--- src/rtl/anti_theft_pkg.sv ---
// Shared types and default intervals for the anti-theft controller.
package anti_theft_pkg;

  typedef enum logic [2:0] {
    ARMED       = 3'd0,
    TRIGGERED   = 3'd1,
    SOUND_ALARM = 3'd2,
    ALARM_HOLD  = 3'd3,
    DISARMED    = 3'd4,
    WAIT_OPEN   = 3'd5,
    WAIT_CLOSE  = 3'd6,
    ARMING      = 3'd7
  } state_t;

  typedef enum logic [1:0] {
    SEL_ARM       = 2'd0,
    SEL_DRIVER    = 2'd1,
    SEL_PASSENGER = 2'd2,
    SEL_ALARM     = 2'd3
  } interval_sel_t;

  localparam logic [3:0] DEF_ARM_DELAY       = 4'd6;
  localparam logic [3:0] DEF_DRIVER_DELAY    = 4'd8;
  localparam logic [3:0] DEF_PASSENGER_DELAY = 4'd15;
  localparam logic [3:0] DEF_ALARM_ON        = 4'd10;

endpackage

--- src/rtl/anti_theft_fsm_time_parameters.sv ---
// Maps an interval select code to its 4-bit duration.
// With REPROGRAM_EN defined the four durations live in run-time writable registers.
module time_parameters
  import anti_theft_pkg::*;
#(
  parameter logic [3:0] T_ARM_DELAY       = DEF_ARM_DELAY,
  parameter logic [3:0] T_DRIVER_DELAY    = DEF_DRIVER_DELAY,
  parameter logic [3:0] T_PASSENGER_DELAY = DEF_PASSENGER_DELAY,
  parameter logic [3:0] T_ALARM_ON        = DEF_ALARM_ON
) (
`ifdef REPROGRAM_EN
  input  logic          clock,
  input  logic          reset,
  input  logic          reprogram,
  input  logic [1:0]    paramSel,
  input  logic [3:0]    paramValue,
`endif
  input  interval_sel_t sel,
  output logic [3:0]    interval
);

  logic [3:0] arm_r, drv_r, pas_r, alm_r;

`ifdef REPROGRAM_EN
  // A zero write means "back to the built-in default".
  function automatic logic [3:0] pick(input logic [3:0] v, input logic [3:0] d);
    return (v == 4'd0) ? d : v;
  endfunction

  always_ff @(posedge clock) begin
    if (reset) begin
      arm_r <= T_ARM_DELAY;
      drv_r <= T_DRIVER_DELAY;
      pas_r <= T_PASSENGER_DELAY;
      alm_r <= T_ALARM_ON;
    end else if (reprogram) begin
      case (paramSel)
        2'd0: arm_r <= pick(paramValue, T_ARM_DELAY);
        2'd1: drv_r <= pick(paramValue, T_DRIVER_DELAY);
        2'd2: pas_r <= pick(paramValue, T_PASSENGER_DELAY);
        2'd3: alm_r <= pick(paramValue, T_ALARM_ON);
      endcase
    end
  end
`else
  assign arm_r = T_ARM_DELAY;
  assign drv_r = T_DRIVER_DELAY;
  assign pas_r = T_PASSENGER_DELAY;
  assign alm_r = T_ALARM_ON;
`endif

  always_comb begin
    interval = arm_r;
    case (sel)
      SEL_ARM:       interval = arm_r;
      SEL_DRIVER:    interval = drv_r;
      SEL_PASSENGER: interval = pas_r;
      SEL_ALARM:     interval = alm_r;
      default:       interval = arm_r;
    endcase
  end

endmodule

--- src/rtl/anti_theft_fsm.sv ---
// Vehicle anti-theft controller: synchronised switch inputs, alarm FSM, timer handshake.
// Optional REPROGRAM_EN adds run-time reprogramming of the four intervals.
module anti_theft_fsm
  import anti_theft_pkg::*;
#(
  parameter logic [3:0] T_ARM_DELAY       = DEF_ARM_DELAY,
  parameter logic [3:0] T_DRIVER_DELAY    = DEF_DRIVER_DELAY,
  parameter logic [3:0] T_PASSENGER_DELAY = DEF_PASSENGER_DELAY,
  parameter logic [3:0] T_ALARM_ON        = DEF_ALARM_ON
) (
  input  logic       clock,
  input  logic       reset,
  input  logic       ignition,
  input  logic       driverDoor,
  input  logic       passengerDoor,
  input  logic       expired,
  input  logic       clock1Hz,
`ifdef REPROGRAM_EN
  input  logic       reprogram,
  input  logic [1:0] paramSel,
  input  logic [3:0] paramValue,
`endif
  output logic       startTimer,
  output logic [3:0] value,
  output logic       siren,
  output logic       statusLed,
  output logic [2:0] state
);

  logic [2:0]    sw_p0, sw_p1;
  logic          ign_s, drv_s, pas_s, exp_ok;
  state_t        cur_state, nxt_state;
  logic          start_nxt, led_nxt;
  interval_sel_t sel_nxt;
  logic [3:0]    interval;

  // Two-flop synchroniser for the asynchronous switches
  always_ff @(posedge clock) begin
    if (reset) begin
      sw_p0 <= 3'b000;
      sw_p1 <= 3'b000;
    end else begin
      sw_p0 <= {ignition, driverDoor, passengerDoor};
      sw_p1 <= sw_p0;
    end
  end

  assign ign_s  = sw_p1[2];
  assign drv_s  = sw_p1[1];
  assign pas_s  = sw_p1[0];
  // The timer cannot legitimately finish in the cycle it is being started.
  assign exp_ok = expired && !startTimer;

  time_parameters #(
    .T_ARM_DELAY      (T_ARM_DELAY),
    .T_DRIVER_DELAY   (T_DRIVER_DELAY),
    .T_PASSENGER_DELAY(T_PASSENGER_DELAY),
    .T_ALARM_ON       (T_ALARM_ON)
  ) u_time_parameters (
`ifdef REPROGRAM_EN
    .clock     (clock),
    .reset     (reset),
    .reprogram (reprogram),
    .paramSel  (paramSel),
    .paramValue(paramValue),
`endif
    .sel       (sel_nxt),
    .interval  (interval)
  );

  always_comb begin
    nxt_state = cur_state;
    start_nxt = 1'b0;
    sel_nxt   = SEL_ARM;
    led_nxt   = 1'b0;
    if (ign_s) begin
      nxt_state = DISARMED;
    end else begin
      case (cur_state)
        ARMED: begin
          if (drv_s) begin
            nxt_state = TRIGGERED;
            start_nxt = 1'b1;
            sel_nxt   = SEL_DRIVER;
          end else if (pas_s) begin
            nxt_state = TRIGGERED;
            start_nxt = 1'b1;
            sel_nxt   = SEL_PASSENGER;
          end
        end
        TRIGGERED:   if (exp_ok) nxt_state = SOUND_ALARM;
        SOUND_ALARM: begin
          if (!drv_s && !pas_s) begin
            nxt_state = ALARM_HOLD;
            start_nxt = 1'b1;
            sel_nxt   = SEL_ALARM;
          end
        end
        ALARM_HOLD: begin
          if (drv_s || pas_s) nxt_state = SOUND_ALARM;
          else if (exp_ok)    nxt_state = ARMED;
        end
        DISARMED:    nxt_state = WAIT_OPEN;
        WAIT_OPEN:   if (drv_s) nxt_state = WAIT_CLOSE;
        WAIT_CLOSE: begin
          if (!drv_s) begin
            nxt_state = ARMING;
            start_nxt = 1'b1;
            sel_nxt   = SEL_ARM;
          end
        end
        ARMING: begin
          if (drv_s || pas_s) nxt_state = WAIT_CLOSE;
          else if (exp_ok)    nxt_state = ARMED;
        end
        default:     nxt_state = ARMED;
      endcase
    end

    // Blink only while staying armed; every fresh entry starts dark.
    case (nxt_state)
      ARMED:                              led_nxt = (cur_state == ARMED) ? (statusLed ^ clock1Hz) : 1'b0;
      TRIGGERED, SOUND_ALARM, ALARM_HOLD: led_nxt = 1'b1;
      default:                            led_nxt = 1'b0;
    endcase
  end

  always_ff @(posedge clock) begin
    if (reset) begin
      cur_state  <= ARMED;
      startTimer <= 1'b0;
      value      <= 4'd0;
      statusLed  <= 1'b0;
    end else begin
      cur_state  <= nxt_state;
      startTimer <= start_nxt;
      statusLed  <= led_nxt;
      if (start_nxt) value <= interval;
    end
  end

  assign siren = (cur_state == SOUND_ALARM) || (cur_state == ALARM_HOLD);
  assign state = cur_state;

endmodule

--- config.mk ---
export PLATFORM = sky130hd
export DESIGN_NAME = anti_theft_fsm
export DESIGN_NICKNAME = d
export VERILOG_FILES = /design/src/rtl/anti_theft_pkg.sv /design/src/rtl/anti_theft_fsm_time_parameters.sv /design/src/rtl/anti_theft_fsm.sv
export SDC_FILE = /design/constraint.sdc
export NUM_CORES = 1
export LEC_CHECK = 0
export CORE_ASPECT_RATIO = 1.1
export CORE_MARGIN = 5
export CORE_UTILIZATION = 46
export DETAILED_ROUTE_END_ITERATION = 7
export GPL_ROUTABILITY_DRIVEN = 0
export PLACE_DENSITY = 0.74
export SETUP_SLACK_MARGIN = 0.05
export SKIP_LAST_GASP = 1
export SLEW_MARGIN = 20
export SYNTH_ARGS = -nofsm -noshare
export SYNTH_HDL_FRONTEND = slang
export SYNTH_HIERARCHICAL = 1
export SYNTH_SLANG_ARGS = --single-unit
--- constraint.sdc ---
create_clock -name clock -period 1.55 [get_ports clock]
set_clock_uncertainty 0.05 [all_clocks]
set_input_delay 0.31 -clock clock [delete_from_list [all_inputs] [get_ports clock]]
set_output_delay 0.31 -clock clock [all_outputs]
set_load 0.03 [all_outputs]
==> flow_summary.toml <==
[outcome]
status = "finished clean"

[worst_setup_path]
path_buf_inv = 1
cp_slowest_cell = "dlygate4sd2_1"
start_kind = "flip-flop"
critPathArrivalTime_ns = 1.10
cp_top_family = "buffers and inverters"
end_kind = "output port"
slowest_delay_ns = 0.42
critical_path_required_ns = 1.19
cp_max_fo = 5
critical_path_class = "reg -> out"
cp_cell_sequence = "dlygate4sd2_1"

[synth]
synth_area_um2 = 682
synth_area_per_cell_um2 = 8.74
synth-seq-cells = 15
syn_nets = 85
synth_cell_types = 30
yosysWarnings = 6
yosysSeqAreaShare_pct = 44.0
syn_inst = 78

[floorplan]
die_width_um = 46.7
ios = 17
die_height_um = 50.4
fp-row-count = 14
core-area_um2 = 1380
dieArea_um2 = 2350
start_util_pct = 49.3

[cells_and_area]
most-common-layout-cells = "dfxtp_1, dlygate4sd2_1, nor2b_1, buf_4"
final_common_cell = "dfxtp_1"
fillCellCount = 123
seqCellArea_um2 = 303
area_growth_syn_to_layout_pct = 37.1
layout.nets = 110
n_antenna_cell = 0
fin_util_pct = 67.5
drive_above_1_share_pct = 23.5
multi_input_area_um2 = 355

[sta]
tightest_slew_ns = 0.363
slew-limit-headroom_pct = 75.7
fmax_ghz = 0.683
fin_hold_ws_ns = 0.397
hold_viol = 0
rsz0062_at_grt = "yes"
slew_violations = 0
setup_viol = 0
fin_crit_ns = 1.46
post-route-period-util_pct = 94.4
tns_ns = 0

[power_and_ir_drop]
p_leak_uw = 0.000391
p_comb_share_pct = 27.5
ir_worst_vdd_mv = 0.547
p_per_area_nw_per_um2 = 945
p_int_uw = 617
power_frac_seq_pct = 48.8
clkPwrFrac_pct = 23.7
p_sw_share_pct = 30.1
power.switching_uw = 266

[clock_tree]
worstSkewPairLatency_ns = 0.27
cts-root-to-sink-buffers = 2
cts-root-buf = "clkbuf_4"
numCtsBuffers = 3
path_clk_slew_ns = 0.09
cts_setup_buffers = 0
cts_tree = "yes"
clock_sinks = 15
htree_levels = 1

[detailed_routing]
routed_via_density = 5.35
drcViolationCount = 0
first_pass_iters = 4
detail_route.iter0.violations = 6
ant_nets = 0
via_count = 631
wl_per_cell_um = 12.0
routed_wl_um = 1420

[global_route]
grt_max_degree = 12
grt_usage_pct = 13.4
gr-total-overflow = 0
antenna_found_initial = 0
grt_pass1_vias = 587
grt_pass1_wl_um = 2380

[min_path]
hold_path_class = "reg -> reg"

[job]
drv_cap = 0

[place]
numPortBuffers = 16
dp_hpwl_um = 1140
## Yosys cell counts
cell / count / share of area, %
nor3_1: 4 / 2.9
buf_2: 1 / 0.73
or4_1: 1 / 1.1
nor4_1: 1 / 0.92
a21oi_1: 7 / 5.1
buf_4: 1 / 1.1
a22oi_1: 1 / 1.1
inv_1: 4 / 2.2
or3b_4: 1 / 1.7
a32oi_2: 1 / 2.4
a31oi_1: 2 / 1.8
nand3_1: 4 / 2.9
nand2_1: 2 / 1.1
o21ai_0: 6 / 4.4
clkbuf_1: 1 / 0.55
a22o_2: 1 / 1.5
o211ai_1: 1 / 1.1
nor2b_1: 7 / 6.4
xnor2_1: 2 / 2.6
a21o_1: 1 / 1.1
nand3b_1: 1 / 1.1
buf_6: 1 / 1.7
dfxtp_1: 15 / 44
a32o_1: 1 / 1.5
nand2b_1: 2 / 1.8
o21ai_2: 1 / 1.3
or2_2: 1 / 0.92
or2_1: 2 / 1.8
nor2_1: 4 / 2.2
or3_1: 1 / 0.92
## cell families (layout without fill, tap and decap cells)
family	Yosys count	after routing	synth area share (%)
buffers and inverters	8	32	6.24
DFF	15	15	44.0
xor gates and xnor gates	2	2	2.57
and+or+nand+nor	31	31	25.9
AOI/OAI and AO/OA	22	22	21.3
## per-layer routing
layer  global-route usage, %  share of wire [%]  up-vias
met4                    4.15                1.1        0
met1                    18.0                 46      293
met3                    2.50                4.6        2
li1                        -                  -      324
met5                       0                  0        -
met2                    21.6                 49       12
## state kept, by name (all words and copies together) (netlist names)
register	count
sw_p1	3
state	3
startTimer	1
sw_p0	3
statusLed	1
value	4
## final timing paths
path              endpoint  cells past startpoint  slack, ns      from
setup reg to reg  value[3]                      5       0.11  state[1]
hold / removal    sw_p1[1]                      1       0.40  sw_p0[1]
hold reg to reg   sw_p1[1]                      1       0.40  sw_p0[1]
setup / recovery  state[0]                      1       0.09  state[0]
## metrics by stage
step,power (uW),setup WS [ns],cell area (um^2),instances
6_report,883,0.0863,935,118
5_1_grt,943,0.0363,935,118
4_1_cts,885,0.0770,918,118
3_5_place_dp,691,0.0135,902,114
3_3_place_gp,686,0.0246,902,114
2_1_floorplan,597,0.0509,696,78
## cell type report
| type | count | share of cell area (%) |
|---|---|---|
| flip-flops and latches | 15 | 32.4 |
| inverters | 4 | 1.61 |
| repair buffers | 24 | 22.9 |
| multi-input cells | 55 | 38.0 |
| clock inverters | 1 | 0.535 |
| well taps | 16 | 2.14 |
| clock buffers | 3 | 2.41 |
## power by group through the flow
| stage | Clock, uW | Sequential, uW | Combinational (uW) |
|---|---|---|---|
| final | 209 | 431 | 243 |
| after global routing | 244 | 435 | 264 |
| after CTS | 217 | 430 | 238 |
| after detailed placement | 0 | 440 | 251 |
| after global placement | 0 | 439 | 247 |
| after floorplan | 0 | 481 | 116 |
## timing repair
| item | CTS | global route |
|---|---|---|
| gates cloned | 0 | 0 |
| resized for setup | 9 | 4 |
| pin swaps | 0 | 1 |
| setup endpoints to repair | 9 | 2 |
| hold buffers | 0 | 0 |
No activity file was read; power rests on OpenSTA's default activity.
